[src/rtl/keypad_time_entry_if.sv]
// ----------------------------------------------------------------------------
// keypad_time_entry_if
//
// Bundles every signal between the keypad time-entry block and its
// surroundings: the matrix keypad (row_in / col_out) and the clock core's
// time-set path (key and time outputs), plus the debounce FSM state for
// observation.
//
// Handshake semantics: key_valid and time_load are single-cycle strobes with
// no back-pressure. key_valid qualifies key_code and time_load qualifies
// hour/minute/second in the cycle they are high. A consumer must capture on
// the strobe; there is no ready and nothing is held or retried. key_code and
// hour/minute/second keep their last value between strobes.
//
// Signals:
//   row_in       keypad rows, active-low, externally pulled up
//   col_out      column drive, active-low, exactly one bit low
//   key_valid    one-cycle pulse per accepted key
//   key_code     code of the last accepted key
//   entry_active high while a time entry is in progress
//   time_load    one-cycle pulse when hour/minute/second update
//   hour         0-23 binary
//   minute       0-59 binary
//   second       0-59 binary
//   dbg_state    debounce FSM state (0 released, 1 press wait, 2 held,
//                3 release wait)
//
// Modports:
//   master  the keypad_time_entry block
//   slave   the environment (keypad + clock core)
// ----------------------------------------------------------------------------
interface keypad_time_entry_if;
   logic [3:0] row_in;
   logic [3:0] col_out;
   logic       key_valid;
   logic [3:0] key_code;
   logic       entry_active;
   logic       time_load;
   logic [5:0] hour;
   logic [5:0] minute;
   logic [5:0] second;
   logic [1:0] dbg_state;

   modport master (
      input  row_in,
      output col_out,
      output key_valid,
      output key_code,
      output entry_active,
      output time_load,
      output hour,
      output minute,
      output second,
      output dbg_state
   );

   modport slave (
      output row_in,
      input  col_out,
      input  key_valid,
      input  key_code,
      input  entry_active,
      input  time_load,
      input  hour,
      input  minute,
      input  second,
      input  dbg_state
   );
endinterface

[src/rtl/keypad_time_entry.sv]
// ----------------------------------------------------------------------------
// keypad_time_entry
//
// Scans a 4x4 matrix keypad, debounces presses over whole scans, decodes them
// into key codes and assembles an HH:MM:SS entry that is presented as binary
// hour/minute/second with a one-cycle time_load strobe.
//
// Key entry: '*' starts an entry, six digits H1 H0 M1 M0 S1 S0 follow, '#'
// commits (only if the value is a legal time), 'D' cancels. A/B/C are
// reported on key_valid/key_code but ignored by the entry logic.
//
// Parameters:
//   SCAN_PERIOD     clk cycles each column is driven (>= 4, which covers the
//                   two-flop row synchronizer latency before sampling)
//   DEBOUNCE_SCANS  identical full scans needed to accept a press or release
//
// Ports:
//   clk   system clock
//   rst   synchronous reset, active-low
//   kp    keypad_time_entry_if.master (keypad, key and time outputs,
//         debounce state)
//
// Optional build macro: KEYPAD_AUTOREPEAT_EN
//   When defined, a key held for 64 consecutive scans re-pulses key_valid
//   every 16 scans with the same key_code; the entry logic treats each
//   repeat as a press. Without it there is exactly one pulse per press.
// ----------------------------------------------------------------------------
module keypad_time_entry #(
   parameter int SCAN_PERIOD    = 200000,
   parameter int DEBOUNCE_SCANS = 4
) (
   input logic                 clk,
   input logic                 rst,
   keypad_time_entry_if.master kp
);

   localparam int DW = (SCAN_PERIOD > 1) ? $clog2(SCAN_PERIOD) : 1;
   localparam int CW = $clog2(DEBOUNCE_SCANS + 1);
   localparam logic [DW-1:0] DWELL_LAST = DW'(SCAN_PERIOD - 1);
   localparam logic [CW-1:0] DEB_C      = CW'(DEBOUNCE_SCANS);

   localparam logic [3:0] KC_STAR  = 4'd14;
   localparam logic [3:0] KC_HASH  = 4'd15;
   localparam logic [3:0] KC_D     = 4'd13;

   typedef enum logic [1:0] {
      ST_RELEASED     = 2'd0,
      ST_PRESS_WAIT   = 2'd1,
      ST_HELD         = 2'd2,
      ST_RELEASE_WAIT = 2'd3
   } db_state_t;

   // Keypad position (row*4 + column) to key code.
   function automatic logic [3:0] key_map(input logic [3:0] idx);
      logic [3:0] code;
      case (idx)
         4'd0:    code = 4'd1;
         4'd1:    code = 4'd2;
         4'd2:    code = 4'd3;
         4'd3:    code = 4'd10;
         4'd4:    code = 4'd4;
         4'd5:    code = 4'd5;
         4'd6:    code = 4'd6;
         4'd7:    code = 4'd11;
         4'd8:    code = 4'd7;
         4'd9:    code = 4'd8;
         4'd10:   code = 4'd9;
         4'd11:   code = 4'd12;
         4'd12:   code = 4'd14;
         4'd13:   code = 4'd0;
         4'd14:   code = 4'd15;
         default: code = 4'd13;
      endcase
      return code;
   endfunction

   // Two BCD digits to binary (10*hi + lo); 7 bits covers 99.
   function automatic logic [6:0] tens(input logic [3:0] hi, input logic [3:0] lo);
      return {hi, 3'b000} + {2'b00, hi, 1'b0} + {3'b000, lo};
   endfunction

   // ------------------------------------------------------------------
   // Row synchronizer
   // ------------------------------------------------------------------
   logic [3:0] row_s1, row_s2;

   always_ff @(posedge clk) begin
      if (!rst) begin
         row_s1 <= 4'hF;
         row_s2 <= 4'hF;
      end else begin
         row_s1 <= kp.row_in;
         row_s2 <= row_s1;
      end
   end

   // ------------------------------------------------------------------
   // Column scan
   // ------------------------------------------------------------------
   logic [DW-1:0] dwell_q;
   logic [1:0]    col_q;
   logic          sample;
   logic          scan_end;

   assign sample   = (dwell_q == DWELL_LAST);
   assign scan_end = sample && (col_q == 2'd3);

   always_ff @(posedge clk) begin
      if (!rst) begin
         dwell_q <= '0;
         col_q   <= 2'd0;
      end else if (sample) begin
         dwell_q <= '0;
         col_q   <= col_q + 2'd1;
      end else begin
         dwell_q <= dwell_q + DW'(1);
      end
   end

   assign kp.col_out = ~(4'b0001 << col_q);

   // ------------------------------------------------------------------
   // Scan result accumulation. hits saturates at 2 (= more than one),
   // idx remembers the position of the single hit seen so far.
   // ------------------------------------------------------------------
   logic [1:0] acc_hits;
   logic [3:0] acc_idx;
   logic [2:0] cur_cnt;
   logic [1:0] cur_row;
   logic [1:0] tot_hits;
   logic [3:0] hit_idx;
   logic       scan_single;

   always_comb begin
      cur_cnt = 3'd0;
      cur_row = 2'd0;
      for (int r = 0; r < 4; r++) begin
         if (!row_s2[r]) begin
            cur_cnt = cur_cnt + 3'd1;
            cur_row = 2'(r);
         end
      end
   end

   always_comb begin
      if ((cur_cnt >= 3'd2) || (acc_hits == 2'd2) ||
          ((cur_cnt == 3'd1) && (acc_hits == 2'd1)))
         tot_hits = 2'd2;
      else if ((cur_cnt == 3'd1) || (acc_hits == 2'd1))
         tot_hits = 2'd1;
      else
         tot_hits = 2'd0;
      hit_idx = (cur_cnt == 3'd1) ? {cur_row, col_q} : acc_idx;
   end

   assign scan_single = (tot_hits == 2'd1);

   always_ff @(posedge clk) begin
      if (!rst) begin
         acc_hits <= 2'd0;
         acc_idx  <= 4'd0;
      end else if (sample) begin
         if (scan_end) begin
            acc_hits <= 2'd0;
            acc_idx  <= 4'd0;
         end else begin
            acc_hits <= tot_hits;
            acc_idx  <= hit_idx;
         end
      end
   end

   // ------------------------------------------------------------------
   // Debounce FSM, advanced once per completed scan (scan_end).
   // MULTI is folded into "not single" so it behaves as NONE.
   // ------------------------------------------------------------------
   db_state_t     state_q, state_d;
   logic [CW-1:0] cnt_q, cnt_d;
   logic [3:0]    cand_q, cand_d;
   logic          press_fire;

   always_ff @(posedge clk) begin
      if (!rst) begin
         state_q <= ST_RELEASED;
         cnt_q   <= '0;
         cand_q  <= 4'd0;
      end else begin
         state_q <= state_d;
         cnt_q   <= cnt_d;
         cand_q  <= cand_d;
      end
   end

   always_comb begin
      state_d = state_q;
      cnt_d   = cnt_q;
      cand_d  = cand_q;
      if (scan_end) begin
         case (state_q)
            ST_RELEASED: begin
               if (scan_single) begin
                  cand_d  = hit_idx;
                  cnt_d   = CW'(1);
                  state_d = (DEBOUNCE_SCANS <= 1) ? ST_HELD : ST_PRESS_WAIT;
               end
            end
            ST_PRESS_WAIT: begin
               if (!scan_single) begin
                  cnt_d   = '0;
                  state_d = ST_RELEASED;
               end else if (hit_idx != cand_q) begin
                  cand_d = hit_idx;
                  cnt_d  = CW'(1);
               end else begin
                  cnt_d = cnt_q + CW'(1);
                  if (cnt_d >= DEB_C)
                     state_d = ST_HELD;
               end
            end
            ST_HELD: begin
               // Key changes while held are absorbed silently.
               if (!scan_single) begin
                  cnt_d   = CW'(1);
                  state_d = (DEBOUNCE_SCANS <= 1) ? ST_RELEASED : ST_RELEASE_WAIT;
               end
            end
            ST_RELEASE_WAIT: begin
               if (scan_single) begin
                  state_d = ST_HELD;
               end else begin
                  cnt_d = cnt_q + CW'(1);
                  if (cnt_d >= DEB_C)
                     state_d = ST_RELEASED;
               end
            end
            default: state_d = ST_RELEASED;
         endcase
      end
   end

   // A press is accepted only when HELD is entered from the press side;
   // RELEASE_WAIT -> HELD is the same press continuing.
   always_comb begin
      press_fire = scan_end && (state_d == ST_HELD) &&
                   ((state_q == ST_RELEASED) || (state_q == ST_PRESS_WAIT));
   end

   assign kp.dbg_state = state_q;

   // ------------------------------------------------------------------
   // Auto-repeat
   // ------------------------------------------------------------------
   logic rep_fire;

`ifdef KEYPAD_AUTOREPEAT_EN
   logic [5:0] rep_q;

   // rep_q counts scans spent in HELD; the first repeat fires on the 64th,
   // then reloading 48 makes every 16th scan after that fire again.
   assign rep_fire = scan_end && (state_q == ST_HELD) && (state_d == ST_HELD) &&
                     (rep_q == 6'd63);

   always_ff @(posedge clk) begin
      if (!rst) begin
         rep_q <= 6'd0;
      end else if (state_q != ST_HELD) begin
         rep_q <= 6'd0;
      end else if (scan_end) begin
         if (state_d != ST_HELD)
            rep_q <= 6'd0;
         else if (rep_q == 6'd63)
            rep_q <= 6'd48;
         else
            rep_q <= rep_q + 6'd1;
      end
   end
`else
   assign rep_fire = 1'b0;
`endif

   // ------------------------------------------------------------------
   // Key output
   // ------------------------------------------------------------------
   logic       fire;
   logic [3:0] fire_code;
   logic       key_valid_q;
   logic [3:0] key_code_q;

   assign fire      = press_fire | rep_fire;
   assign fire_code = press_fire ? key_map(cand_d) : key_code_q;

   always_ff @(posedge clk) begin
      if (!rst) begin
         key_valid_q <= 1'b0;
         key_code_q  <= 4'd0;
      end else begin
         key_valid_q <= fire;
         if (fire)
            key_code_q <= fire_code;
      end
   end

   assign kp.key_valid = key_valid_q;
   assign kp.key_code  = key_code_q;

   // ------------------------------------------------------------------
   // Time entry. Acts on the same edge that raises key_valid, so time_load
   // and the new hour/minute/second appear in the key_valid cycle of '#'.
   // ------------------------------------------------------------------
   logic [23:0] buf_q;
   logic [2:0]  dcnt_q;
   logic        active_q;
   logic        time_load_q;
   logic [5:0]  hour_q, minute_q, second_q;
   logic [6:0]  h_val, m_val, s_val;
   logic        entry_ok;

   assign h_val    = tens(buf_q[23:20], buf_q[19:16]);
   assign m_val    = tens(buf_q[15:12], buf_q[11:8]);
   assign s_val    = tens(buf_q[7:4],   buf_q[3:0]);
   assign entry_ok = (dcnt_q == 3'd6) && (h_val < 7'd24) &&
                     (m_val < 7'd60) && (s_val < 7'd60);

   always_ff @(posedge clk) begin
      if (!rst) begin
         buf_q       <= 24'd0;
         dcnt_q      <= 3'd0;
         active_q    <= 1'b0;
         time_load_q <= 1'b0;
         hour_q      <= 6'd0;
         minute_q    <= 6'd0;
         second_q    <= 6'd0;
      end else begin
         time_load_q <= 1'b0;
         if (fire) begin
            if (fire_code == KC_STAR) begin
               buf_q    <= 24'd0;
               dcnt_q   <= 3'd0;
               active_q <= 1'b1;
            end else if (fire_code <= 4'd9) begin
               if (active_q && (dcnt_q < 3'd6)) begin
                  buf_q  <= {buf_q[19:0], fire_code};
                  dcnt_q <= dcnt_q + 3'd1;
               end
            end else if (fire_code == KC_D) begin
               active_q <= 1'b0;
            end else if ((fire_code == KC_HASH) && active_q) begin
               active_q <= 1'b0;
               if (entry_ok) begin
                  hour_q      <= h_val[5:0];
                  minute_q    <= m_val[5:0];
                  second_q    <= s_val[5:0];
                  time_load_q <= 1'b1;
               end
            end
         end
      end
   end

   assign kp.entry_active = active_q;
   assign kp.time_load    = time_load_q;
   assign kp.hour         = hour_q;
   assign kp.minute       = minute_q;
   assign kp.second       = second_q;

endmodule

[src/flat_wrapper.sv]
// flat-port wrapper written by rule: the top's interface ports become plain ports
module keypad_time_entry_flat 
#(
   parameter int SCAN_PERIOD    = 200000,
   parameter int DEBOUNCE_SCANS = 4
)
  (clk, rst, kp_row_in, kp_col_out, kp_key_valid, kp_key_code, kp_entry_active, kp_time_load, kp_hour, kp_minute, kp_second, kp_dbg_state);
  keypad_time_entry_if kp_i ();
  input logic clk;
  input logic rst;
  input wire logic [$bits(kp_i.row_in)-1:0] kp_row_in;
  output wire logic [$bits(kp_i.col_out)-1:0] kp_col_out;
  output wire logic [$bits(kp_i.key_valid)-1:0] kp_key_valid;
  output wire logic [$bits(kp_i.key_code)-1:0] kp_key_code;
  output wire logic [$bits(kp_i.entry_active)-1:0] kp_entry_active;
  output wire logic [$bits(kp_i.time_load)-1:0] kp_time_load;
  output wire logic [$bits(kp_i.hour)-1:0] kp_hour;
  output wire logic [$bits(kp_i.minute)-1:0] kp_minute;
  output wire logic [$bits(kp_i.second)-1:0] kp_second;
  output wire logic [$bits(kp_i.dbg_state)-1:0] kp_dbg_state;
  assign kp_i.row_in = kp_row_in;
  assign kp_col_out = kp_i.col_out;
  assign kp_key_valid = kp_i.key_valid;
  assign kp_key_code = kp_i.key_code;
  assign kp_entry_active = kp_i.entry_active;
  assign kp_time_load = kp_i.time_load;
  assign kp_hour = kp_i.hour;
  assign kp_minute = kp_i.minute;
  assign kp_second = kp_i.second;
  assign kp_dbg_state = kp_i.dbg_state;
  keypad_time_entry #(.SCAN_PERIOD(SCAN_PERIOD), .DEBOUNCE_SCANS(DEBOUNCE_SCANS)) u_core (.clk(clk), .rst(rst), .kp(kp_i));
endmodule
[config.mk]
export PLATFORM = sky130hd
export DESIGN_NAME = keypad_time_entry_flat
export DESIGN_NICKNAME = d
export VERILOG_FILES = /design/src/rtl/keypad_time_entry_if.sv /design/src/rtl/keypad_time_entry.sv /design/src/flat_wrapper.sv
export SDC_FILE = /design/constraint.sdc
export NUM_CORES = 1
export LEC_CHECK = 0
export BUFFER_PORTS_ARGS = -buffer_cell sky130_fd_sc_hd__buf_2
export CAP_MARGIN = 40
export CORE_UTILIZATION = 38
export DETAILED_ROUTE_END_ITERATION = 10
export SLEW_MARGIN = 25
export SYNTH_ARGS = -nofsm -noshare
export SYNTH_HDL_FRONTEND = slang
export SYNTH_SLANG_ARGS = --single-unit
[constraint.sdc]
create_clock -name clk -period 5.5 [get_ports clk]
set_input_delay 0.825 -clock clk [delete_from_list [all_inputs] [get_ports clk]]
set_output_delay 0.825 -clock clk [all_outputs]
set_load 0.05 [all_outputs]
== After elaboration in Yosys (flattened, before gate mapping) ==
Memories as Yosys holds them, arrays and structs flattened.
Index checks and enable logic that the tools add are counted.
Operators by class
  $add $sub $neg: 13
  multipliers: 0
  divide/modulo/power cells: 0
  order comparisons: 7
  eq/ne operators: 19
  shift operators: 1
  muxes and demuxes: 44
  bitwise logic cells: 7
  reduce and logical (&&, ||, !) cells: 23
Operators with widths (count)
  24-bit two-way mux: 3
  3-bit two-way mux: 11
  4-bit two-way mux: 7
  2-bit two-way mux: 12
  7-bit by 4-bit adder with 7-bit output: 3
  7-bit by 5-bit adder with 7-bit output: 3
  18-bit by 1-bit adder with 18-bit output (second input constant): 1
  18-bit equality test (second input constant): 1
  7-bit by 6-bit less-than comparator with 1-bit output (second input constant): 2
  3-bit by 1-bit adder with 3-bit output (second input constant): 4
  4-bit equality test (second input constant): 3
  3-bit one-hot mux with 4 select lines: 1
  2-bit equality test (second input constant): 5
  1-bit logical AND: 9
  1-bit two-way mux: 8
  2-bit one-hot mux with 4 select lines: 1
  4-bit one-hot mux with 2 select lines: 1
  7-bit by 5-bit less-than comparator with 1-bit output (second input constant): 1
  2-bit by 1-bit equality test with 1-bit output (second input constant): 3
  1-bit NOT: 6
  3-bit AND reduction: 2
  6-bit AND reduction: 1
  6-bit OR reduction: 1
  4-bit less-or-equal comparator (second input constant): 1
  18 further kinds: 24
Storage, ports and cells
  register bits after elaboration: 95
  latch bits: 0
  memory bits (writable): 0
  bits in read-only memories: 64
  bits of input ports: 6
  output and inout bits: 31
  logic and storage cells: 133
  memories kept: 1
Memory list
  (no name shown): words 16, width 4, rd ports 1, clocked after memory_dff 0, wr ports 0, RTL line keypad_time_entry.sv:56  | case (idx)

== Logic depth before layout (Yosys ltp) ==
Gate-level depths: netlist of the first run.
  depth after elaboration: 25
  gate-level depth with buffers: 22
  depth with buffers taken out: 19

== Worst setup path before layout of the first run ==
No wires, ideal clock.
  kind: flip-flop to flip-flop
  start point: reg u_core.row_s2[1]
  end point: reg u_core.buf_q[20]
  setup time: 117 ps
  data arrival time: 3902 ps
  slack: 1481 ps
  stages on the path, launching flop included: 22
  buffers on the path: 3
  period minus slack after synthesis: 4019 ps
  cell sequence: dfxtp_1 inv_1 ha_1 xnor3_2 xnor2_1 o22ai_2 nand4_1 buf_6 mux2_4 inv_2 ha_1 inv_1 a211oi_1 nor3_1 a31oi_2 o31ai_4 o21bai_2 nand4_2 nor2b_1 buf_6 buf_6 a22o_1
On the way
  elaborated cells between the ends (all ways): 42
  classes of those cells: 2 x add/sub; 2 x order compare; 5 x eq/ne; 23 x mux; 9 x reduce/logical; 1 x memory
RTL lines
  start: declaration: RTL line keypad_time_entry.sv:85  | logic [3:0] row_s1, row_s2;
  start signal: assignment: RTL line keypad_time_entry.sv:93  | row_s2 <= row_s1;
  3-bit two-way mux: RTL line keypad_time_entry.sv:138  | if (!row_s2[r]) begin
  3-bit by 1-bit adder with 3-bit output: RTL line keypad_time_entry.sv:139  | cur_cnt = cur_cnt + 3'd1;
  3-bit two-way mux: RTL line keypad_time_entry.sv:138
  3-bit by 1-bit adder with 3-bit output: RTL line keypad_time_entry.sv:139
  3-bit two-way mux: RTL line keypad_time_entry.sv:138
  3-bit by 2-bit >= comparator with 1-bit output / 3-bit by 1-bit equality test with 1-bit output (equally long branches)
  1-bit logical OR, or another cell as far along: RTL line keypad_time_entry.sv:146  | if ((cur_cnt >= 3'd2) || (acc_hits == 2'd2) ||
  1-bit logical OR / 1-bit two-way mux (equally long branches): RTL line keypad_time_entry.sv:146, keypad_time_entry.sv:149
  [... 3 more ...]
  4-bit one-hot mux with 2 select lines *: RTL line keypad_time_entry.sv:199  | case (state_q)
  4-bit two-way mux *: RTL line keypad_time_entry.sv:198  | if (scan_end) begin
  named net u_core.cand_d[0]: RTL line keypad_time_entry.sv:179  | logic [3:0] cand_q, cand_d;
  memory read 16 x 4 bit *
  4-bit two-way mux *: RTL line keypad_time_entry.sv:290  | assign fire_code = press_fire ? key_map(cand_d) : key_code_q;
  4-bit less-or-equal comparator / 4-bit equality test (equally long branches): RTL line keypad_time_entry.sv:340, keypad_time_entry.sv:336
  2-bit nonzero test (no line)
  3-bit AND reduction (no line)
  end signal: assignment: RTL line keypad_time_entry.sv:342  | buf_q <= {buf_q[19:0], fire_code};
  end: declaration: RTL line keypad_time_entry.sv:310  | logic [23:0] buf_q;
Mark *: on every way through the listed nets, which the timed path passes. The rest lies on a longest branch.
A chain may end at the register's enable or synchronous reset.

== Worst setup path after layout of the first run ==
  start point: reg u_core.row_s2[1]
  end point: reg u_core.second_q[0] (netlist: u_core.kp.second[0])
On the way
  elaborated cells between the ends (all ways): 45
  classes of those cells: 2 x add/sub; 2 x order compare; 7 x eq/ne; 22 x mux; 3 x bitwise; 8 x reduce/logical; 1 x memory
RTL lines
  3-bit two-way mux: RTL line keypad_time_entry.sv:138
  3-bit by 1-bit adder with 3-bit output: RTL line keypad_time_entry.sv:139
  3-bit two-way mux: RTL line keypad_time_entry.sv:138
  3-bit by 1-bit adder with 3-bit output: RTL line keypad_time_entry.sv:139
  3-bit two-way mux: RTL line keypad_time_entry.sv:138
  3-bit by 2-bit >= comparator with 1-bit output / 3-bit by 1-bit equality test with 1-bit output (equally long branches)
  1-bit logical OR, or another cell as far along: RTL line keypad_time_entry.sv:146
  1-bit logical OR / 1-bit two-way mux (equally long branches): RTL line keypad_time_entry.sv:146, keypad_time_entry.sv:149
  [... 3 more ...]
  4-bit one-hot mux with 2 select lines *: RTL line keypad_time_entry.sv:199
  4-bit two-way mux *: RTL line keypad_time_entry.sv:198
  named net u_core.cand_d[1]: RTL line keypad_time_entry.sv:179
  memory read 16 x 4 bit *
  4-bit two-way mux *: RTL line keypad_time_entry.sv:290
  4-bit less-or-equal comparator, or another cell as far along: RTL line keypad_time_entry.sv:340  | end else if (fire_code <= 4'd9) begin
  1-bit NOT (no line) / 1-bit logical AND (equally long branches)
  6-bit AND reduction (no line) *
  end signal: assignment: RTL line keypad_time_entry.sv:352  | second_q <= s_val[5:0];
  end: declaration: RTL line keypad_time_entry.sv:314  | logic [5:0] hour_q, minute_q, second_q;
Marks and branches as above.

==> impl_metrics.toml, run 1 <==
[logic_synthesis]
synthesis.area_um2 = 5162
yosys.area.top_type_share = 0.3684
synth-edff-count = 0
synthFlopType = "dfxtp_1"
yosysWarnings = 0
synth_most_common_cell = "dfxtp_1"
netlist_instances = 556
syn-mean-instance-area_um2 = 9.285
yosysTopAreaCell = "dfxtp_1"
synthArstFlopShare = 0
synthesis.nets = 607
synth_cell_type_count = 74
seq_area_frac_synth = 0.3684
synth_common_cells = "dfxtp_1, nor2_1, ha_1, inv_1, nand2_1"
ys_seq_elements = 95
ys_top_cells_by_area = "dfxtp_1, ha_1, nor2_1, a22o_1, mux2i_1"

[die]
initial_utilization = 0.3898
die_w_um = 118.6
dieArea_um2 = 14060
io_pins = 37
core_area_um2 = 13240
rows = 42
die_y_um = 118.6

[layout]
stdcell_count = 770
finish.utilization = 0.4381
nFillCells = 1337
multi_input_area_um2 = 2994
antennaDiodeCount = 0
drive_gt1_frac = 0.1414
finish.net_count = 640
area_growth_pct = 12.38
regArea_um2 = 1902

[timing]
worstMarginPinSlew_ps = 608.5
rsz0062_at_grt = "no"
drv_slew = 0
fmax_ghz = 0.2113
hold_slack_ps = 412.6
period_needed_ps = 4732
hold_violations = 0
final.setup.worst_slack_ps = 768.2
fin_setup_tns_ps = 0
relSlewSlack = 0.5937
setup_violations = 0
period_share = 0.8603
finalClockSkew_ps = 9.090

[worst_setup_path]
reg2reg_depth = 17
cpLargestDelayFamily = "simple AND/OR/NAND/NOR gates"
cp_max_fo = 10
cp-start-kind = "flip-flop"
r2r_start = "u_core.row_s2[1]$_SDFF_PN1_"
worstSetupEndpoint = "u_core.kp.second[0]$_SDFFE_PN0P_"
critPathKind = "flip-flop to flip-flop"
setup.worst_path.end_class = "flip-flop"
worst-path-buf-inv = 3
r2r_end = "u_core.kp.second[0]$_SDFFE_PN0P_"
cpMaxStageDelayCell = "mux2i_2"
path_cells = "inv_1, ha_1, nand2b_1, xnor2_1, a21oi_1, nand4_1, mux2i_2, inv_1, ha_1, o211a_1, a211oi_1, o31a_1, nand4bb_2, or2_1, buf_8, mux2i_1, nor2_1"
crit_required_ps = 5730
crit_arrival_ps = 4960
crit_start = "u_core.row_s2[1]$_SDFF_PN1_"
cpPeakStageDelay_ps = 490
r2r_setup_slack_ps = 770
cp_num_cells = 17

[grt]
grt_pass1_vias = 3955
antenna_found_initial = 0
grtUsageTotal = 0.1728
grt-ovfl-total = 0
grt_pass1_wl_mm = 19.26
grt_max_degree = 34

[routing]
vias = 4020
finalWirelength_mm = 11.44
drt_iter0_drc = 202
drc = 0
wl_per_cell_um = 14.86
dr.pass1.iters = 4
ant_nets = 0
avgViaCountPerCell = 5.221

[placement]
io_buffers = 36
gp_congestion = 0.8339
place_hpwl_mm = 8.413
dp_cells = 754
dpl_worst_slack_ps = 795.1

[clock_tree]
clkTransAtPathRegs_ps = 70
cts_resized = 0
clock_latency_ps = 360
postCtsSetupBuffers = 0
cts_tree = "built"
cts.sinks = 95
cts_buffers = 9
cts_hold_buf = 0
root_buffer = "clkbuf_16"
cts_buffer_depth = 2
cts_htree_levels = 3

[hold_path]
worstHoldStart = "u_core.row_s1[0]$_SDFF_PN1_"
hold_class = "flip-flop to flip-flop"

[pwr]
leakage_uw = 0.002626
ir_worst_vdd_mv = 0.1385
pwr_density_cell_nw_per_um2 = 251.4

[status]
outcome = "finished, final reports clean"

[run]
cap_violations = 0
==> state kept, by name, summed over array words and instances, names as in the netlist, 3 cells and up <==
name / count
u_core.dwell_q: 18
u_core.row_s1: 4
u_core.dcnt_q: 3
u_core.buf_q: 24
u_core.cand_q: 4
u_core.cnt_q: 3
u_core.row_s2: 4
u_core.kp.key_code: 4
u_core.acc_idx: 4
u_core.kp.hour: 6
u_core.kp.minute: 6
u_core.kp.second: 6
==> stage by stage <==
step / area (um^2) / power (uW)
after CTS: 5802 / 1480
after detailed placement: 5473 / 776.4
after floorplan: 5162 / 761.6
after global placement: 5458 / 774.6
after global routing: 5802 / 1508
final: 5802 / 1458
==> cell usage in the layout (no fill, tap or decap), drive strengths merged, types with 3 or more instances in the layout <==
master / n
clkbuf: 9
xor2: 18
or3: 6
mux2: 4
fa: 6
a22o: 19
xnor2: 14
nand3: 14
o21a: 3
nand2b: 13
a21oi: 28
dfxtp: 95
nor4: 4
o22a: 4
nand4: 7
nor2: 58
ha: 39
nand2: 35
mux2i: 18
inv: 40
a21o: 5
nand3b: 4
buf: 40
and3: 9
a31oi: 5
and2: 12
a211oi: 5
nor3: 16
o21ai: 25
==> per-layer routing <==
layer | share of wire | wire length (um) | global-route usage
met1 | 0.48 | 5468 | 0.2242
met2 | 0.45 | 5181 | 0.2701
met3 | 0.043 | 490 | 0.03668
met4 | 0.026 | 301 | 0.08782
met5 | 0 | 0 | 0
==> area by class of cell <==
cell class,instances,area share
timing repair buffer,40,0.03752
tap,176,0.03796
clock buffer,9,0.03882
inverter,37,0.02394
sequential,95,0.3278
multi-input combinational,406,0.5161
clock inverter,7,0.01790
==> power by group <==
part	internal (uW)	switching (uW)
combinational	20.0	45.1
sequential	692	3.75
clock	406	292
total	1120	341
==> logic make-up (layout without fill, tap and decap cells) <==
family,after synthesis,after routing,synth area share
compound gates,113,113,0.1588
xor+xnor,33,33,0.05889
simple gates,193,193,0.1987
mux,22,22,0.04581
fa+ha+maj,45,45,0.1178
flops,95,95,0.3684
buf+inv,55,93,0.05162
==> worst min path at each step <==
| stage | to | slack, ps | depth (start not counted) |
|---|---|---|---|
| finish | u_core.row_s2[0]$_SDFF_PN1_ | 410 | 1 |
| global route | u_core.row_s2[3]$_SDFF_PN1_ | 430 | 1 |
| CTS | u_core.row_s2[0]$_SDFF_PN1_ | 410 | 1 |
| detailed placement | u_core.row_s2[0]$_SDFF_PN1_ | 400 | 1 |
| global placement | u_core.row_s2[3]$_SDFF_PN1_ | 400 | 1 |
| floorplan | u_core.row_s2[0]$_SDFF_PN1_ | 390 | 1 |
Power figures use the tool's default switching activity.
==> inputs of run 2 (changes only) <==
Clock period 5.5 ns to 6 ns, I/O delays scaled along.
==> run 2 against run 1 <==
Compared with the run above:
- hold slack gained 4.1 ps
- count of clock-buffer cells in the layout rose by 1
- clock power fell by 15%
- largest power group is now sequential cells
- clock skew grew 1.1 ps
- die area unchanged
==> impl_metrics.toml, run 2 (synthesis results as in run 1) <==
[status]
outcome = "finished, final reports clean"

[worst_setup_path]
reg2reg_depth = 17
critPathKind = "flip-flop to flip-flop"
r2r_end = "u_core.kp.second[1]$_SDFFE_PN0P_"
setup.worst_path.end_class = "flip-flop"
cp-start-kind = "flip-flop"
crit_arrival_ps = 5190
cp_max_fo = 11
r2r_setup_slack_ps = 1020
r2r_start = "u_core.row_s2[1]$_SDFF_PN1_"
crit_required_ps = 6200

[layout]
largest_reg_flops = 24
antennaDiodeCount = 0
area_growth_pct = 11.75
drive_gt1_frac = 0.1383
nFillCells = 1326
finish.net_count = 639
mostFrequentLayoutCell = "dfxtp_1"
regMostFlops = "u_core.buf_q"
layout.cells.most_common_list = "dfxtp_1, nor2_1, ha_1, buf_2"
largestRegisters = "u_core.buf_q x24, u_core.dwell_q x18"

[clock_tree]
clkTransAtPathRegs_ps = 70
cts_hold_buf = 0
cts.sinks = 95
cts_resized = 0
clock_latency_ps = 350
cts_htree_levels = 3
cts_buffers = 9
cts_tree = "built"
postCtsSetupBuffers = 0
cts_buffer_depth = 2
root_buffer = "clkbuf_16"

[hold_path]
hold_class = "flip-flop to flip-flop"
whs_endpoint = "u_core.row_s2[3]$_SDFF_PN1_"
worstHoldPathCells = 1
worstHoldStart = "u_core.row_s1[3]$_SDFF_PN1_"

[timing]
period_share = 0.8305
worstMarginPinSlew_ps = 673.7
finalClockSkew_ps = 10.19
period_needed_ps = 4983
rsz0062_at_grt = "no"
relSlewSlack = 0.5496
setup_violations = 0
fmax_ghz = 0.2007
fin_setup_tns_ps = 0
hold_violations = 0
drv_slew = 0

[die]
io_pins = 37
rows = 42
die_w_um = 118.6
dieArea_um2 = 14060
die_y_um = 118.6
core_area_um2 = 13240
initial_utilization = 0.3898

[pwr]
leakage_uw = 0.002608
ir_worst_vdd_mv = 0.1177
pwr_density_cell_nw_per_um2 = 223.3
fin_total_pwr_uw = 1288

[placement]
place_hpwl_mm = 8.200
io_buffers = 36
gp_congestion = 0.8349

[routing]
finalWirelength_mm = 11.01
avgViaCountPerCell = 5.124
drt_iter0_drc = 194
wl_per_cell_um = 14.32
vias = 3940
drc = 0
ant_nets = 0
dr.pass1.iters = 6

[grt]
grtUsageTotal = 0.1673
grt_pass1_vias = 3822
grt_max_degree = 34
antenna_found_initial = 0
grt-ovfl-total = 0
grt_pass1_wl_mm = 18.75

[run]
cap_violations = 0
==> run 2: changes by cell type in the layout (fill, tap and decap cells not counted), sizes merged <==
cell / before / now
clkinv: 1 / 0
bufinv: 2 / 1
inv: 40 / 41
buf: 40 / 39
clkbuf: 9 / 10
==> run 2: layout make-up <==
| cell class | instances | area (um^2) | share of cell area |
|---|---|---|---|
| inverter | 37 | 138.9 | 0.02407 |
| timing repair buffer | 39 | 210.2 | 0.03643 |
| sequential | 95 | 1902 | 0.3296 |
| tap | 176 | 220.2 | 0.03817 |
| clock inverter | 6 | 75.07 | 0.01301 |
| clock buffer | 10 | 229.0 | 0.03969 |
| multi-input combinational | 406 | 2994 | 0.5190 |
==> run 2: power by group <==
group	internal, uW	total (uW)	switching, uW
clock	331	592	261
combinational	18.3	58.6	40.3
sequential	634	638	3.42
==> run 2: through the flow <==
step | hold WS [ps] | instance area, um^2 | setup WS [ps] | std cells | utilization
2_1_floorplan | 386.3 | 5162 | 1981 | 556 | -
6_report | 416.7 | 5769 | 1017 | 769 | 0.4357
5_1_grt | 431.4 | 5769 | 542.5 | 769 | 0.4357
3_3_place_gp | 395.1 | 5450 | 1099 | 752 | 0.4116
4_1_cts | 418.6 | 5769 | 1073 | 769 | 0.4357
3_5_place_dp | 402.3 | 5465 | 1102 | 753 | 0.4127
==> run 2: worst max path at each step <==
stage	from	endpoint	slack, ps
2_1_floorplan	u_core.row_s2[1]$_SDFF_PN1_	u_core.buf_q[20]$_SDFFE_PN0P_	1980
3_3_place_gp	u_core.row_s2[1]$_SDFF_PN1_	u_core.kp.hour[4]$_SDFFE_PN0P_	1100
3_5_place_dp	u_core.row_s2[1]$_SDFF_PN1_	u_core.kp.minute[0]$_SDFFE_PN0P_	1100
4_1_cts	u_core.row_s2[1]$_SDFF_PN1_	u_core.kp.second[1]$_SDFFE_PN0P_	1070
5_1_grt	u_core.row_s2[1]$_SDFF_PN1_	u_core.kp.second[4]$_SDFFE_PN0P_	540
6_report	u_core.row_s2[1]$_SDFF_PN1_	u_core.kp.second[1]$_SDFFE_PN0P_	1020
==> run 2: critical path, stage by stage, from the launching register on <==
cell and delay, ps:
dfxtp_1 380, inv_1 80, ha_1 340, nand2b_1 80, xnor2_1 160, a21oi_1 450
nand4_1 650, mux2i_2 560, inv_1 160, ha_1 220, o211a_1 110, a211oi_1 220
o31a_1 330, nand4bb_2 210, or2_1 440, buf_8 240, mux2i_1 150, nor2_1 50
==> run 2: per-layer routing <==
layer	track usage	up-vias	wire length, um
met4	0.06250	0	117
met2	0.2621	63	4985
li1	-	2015	-
met5	0	-	0
met1	0.2296	1855	5488
met3	0.02847	7	417
==> inputs of run 3 (changes only) <==
Clock period 6 ns to 4.1 ns, I/O delays scaled along.
==> run 3 against run 2 <==
Compared with the run above:
- sequential share of layout area is 3.0 points lower
- flip-flop and latch count stayed put
- count of clock-buffer cells in the layout is 3 higher
- critical path type unchanged
- critical endpoint is now u_core.buf_q[16]$_SDFFE_PN0P_
- largest power group unchanged
==> impl_metrics.toml, run 3 (synthesis results as in run 1) <==
[timing]
hold_slack_ps = 414.0
fmax_ghz = 0.2540
finalClockSkew_ps = 8.463
relSlewSlack = 0.6325
period_needed_ps = 3937
worstMarginPinSlew_ps = 551.3
drv_slew = 0
period_share = 0.9603
final.setup.worst_slack_ps = 162.8
hold_violations = 0
setup_violations = 0

[die]
die_w_um = 118.6
die_y_um = 118.6
initial_utilization = 0.3898
rows = 42
core_area_um2 = 13240
io_pins = 37
dieArea_um2 = 14060

[pwr]
p_comb_frac = 0.063
sequentialPowerShare = 0.475
leakage_uw = 0.002940
ir_worst_vdd_mv = 0.1791
p_switching_uw = 441.4
switching_share = 0.2246
p_int_uw = 1524
clkPwrFrac = 0.463
pwr_density_cell_nw_per_um2 = 309.5

[layout]
layout.cells.most_common_list = "dfxtp_1, nor2_1, buf_4, ha_1, buf_2"
finish.net_count = 695
largest_reg_flops = 24
regMostFlops = "u_core.buf_q"
antennaDiodeCount = 0
area_growth_pct = 23.00
nFillCells = 1271
largestRegisters = "u_core.buf_q x24, u_core.dwell_q x18"
mostFrequentLayoutCell = "dfxtp_1"
finish.utilization = 0.4795
drive_gt1_frac = 0.2388

[worst_setup_path]
critPathKind = "flip-flop to flip-flop"
reg2reg_depth = 17
cp_max_fo = 21
cp-start-kind = "flip-flop"
crit_arrival_ps = 4180
r2r_setup_slack_ps = 160
crit_required_ps = 4340
setup.worst_path.end_class = "flip-flop"

[grt]
grt_pass1_wl_mm = 19.80
antenna_found_initial = 0
grt-ovfl-total = 0
grtUsageTotal = 0.1762
grt_pass1_vias = 4047
grt_max_degree = 26

[routing]
vias = 4182
drt_iter0_drc = 185
ant_nets = 0
drc = 0
avgViaCountPerCell = 5.069
finalWirelength_mm = 12.00
wl_per_cell_um = 14.55
dr.pass1.iters = 4

[clock_tree]
cts_htree_levels = 3
cts.sinks = 95
cts_buffer_depth = 2
cts_hold_buf = 0
cts_tree = "built"
clkTransAtPathRegs_ps = 70
clock_latency_ps = 350
cts_buffers = 9
root_buffer = "clkbuf_16"

[placement]
dpl_worst_slack_ps = -138.3
place_hpwl_mm = 8.919
gp_congestion = 0.8540
io_buffers = 36

[status]
outcome = "finished, final reports clean"

[run]
cap_violations = 0

[hold_path]
hold_class = "flip-flop to flip-flop"
worstHoldPathCells = 1
-- run 3: changes by cell type in the layout (fill, tap and decap cells not counted), moves of 2 or more --
cell,previous run,this run
buf_4,2,56
nor3_2,1,3
nor3_1,15,13
inv_6,3,1
nor2b_4,0,2
o21ai_0,21,19
a211oi_1,4,2
ha_1,39,37
xnor2_2,0,2
buf_12,0,3
clkbuf_8,0,4
nor2b_1,2,0
xnor2_1,14,12
-- run 3: worst max-delay path, cell delays in order, from the launching register on --
cell      delay (ps)
dfxtp_2          330
inv_1             70
ha_4             290
xnor3_2          330
xnor2_2          170
o22ai_2          120
nand4_1          210
mux2_4           370
buf_4            160
ha_1             280
and3_1           140
o31a_1           340
o21bai_2         170
buf_4            150
nand4_4          130
nor2b_4          180
buf_12           150
a22o_1           230
-- run 3: through the flow --
stage                     instances  area (um^2)  total power (uW)  TNS [ps]
after floorplan                 556         5162              1022         0
after global placement          804         5866              1061     -5697
after detailed placement        804         5868              1063     -2709
after CTS                       822         6223              1976         0
after global routing            825         6350              2040     -1512
final                           825         6350              1966         0
-- run 3: metal layers --
| layer | up-vias | wire length [um] | global-route usage |
|---|---|---|---|
| li1 | 2136 | - | - |
| met1 | 1977 | 6023 | 0.2450 |
| met2 | 57 | 5451 | 0.2734 |
| met3 | 12 | 340 | 0.03523 |
| met4 | 0 | 185 | 0.05459 |
| met5 | - | 0 | 0 |
-- run 3: path summary, 6_finish.rpt --
check,end,from
setup / recovery,u_core.buf_q[16]$_SDFFE_PN0P_,u_core.row_s2[1]$_SDFF_PN1_
hold / removal,u_core.row_s2[0]$_SDFF_PN1_,u_core.row_s1[0]$_SDFF_PN1_
setup reg to reg,u_core.buf_q[16]$_SDFFE_PN0P_,u_core.row_s2[1]$_SDFF_PN1_
hold reg to reg,u_core.row_s2[0]$_SDFF_PN1_,u_core.row_s1[0]$_SDFF_PN1_
-- run 3: power groups by stage --
stage               Sequential (uW)  Combinational, uW  Clock [uW]
floorplan                       953               69.0           0
CTS                             932                113         930
finish                          933                124         909
detailed placement              954                110           0
global route                    933                135         972
global placement                953                108           0
-- run 3: cell type report --
type / count / area [um^2] / area share
sequential: 95 / 1903 / 0.2997
multi-input combinational: 406 / 3099 / 0.4881
tap: 176 / 220.2 / 0.03468
timing repair buffer: 95 / 660.6 / 0.1040
clock buffer: 13 / 280.3 / 0.04414
clock inverter: 3 / 47.55 / 0.007488
inverter: 37 / 138.9 / 0.02187
-- run 3: timing repair --
item / in CTS / in global routing
pin swaps: 2 / 10
buffers inserted: 2 / 3
gates resized for setup: 4 / 20
setup endpoints to repair: 34 / 44
gates cloned: 0 / 0
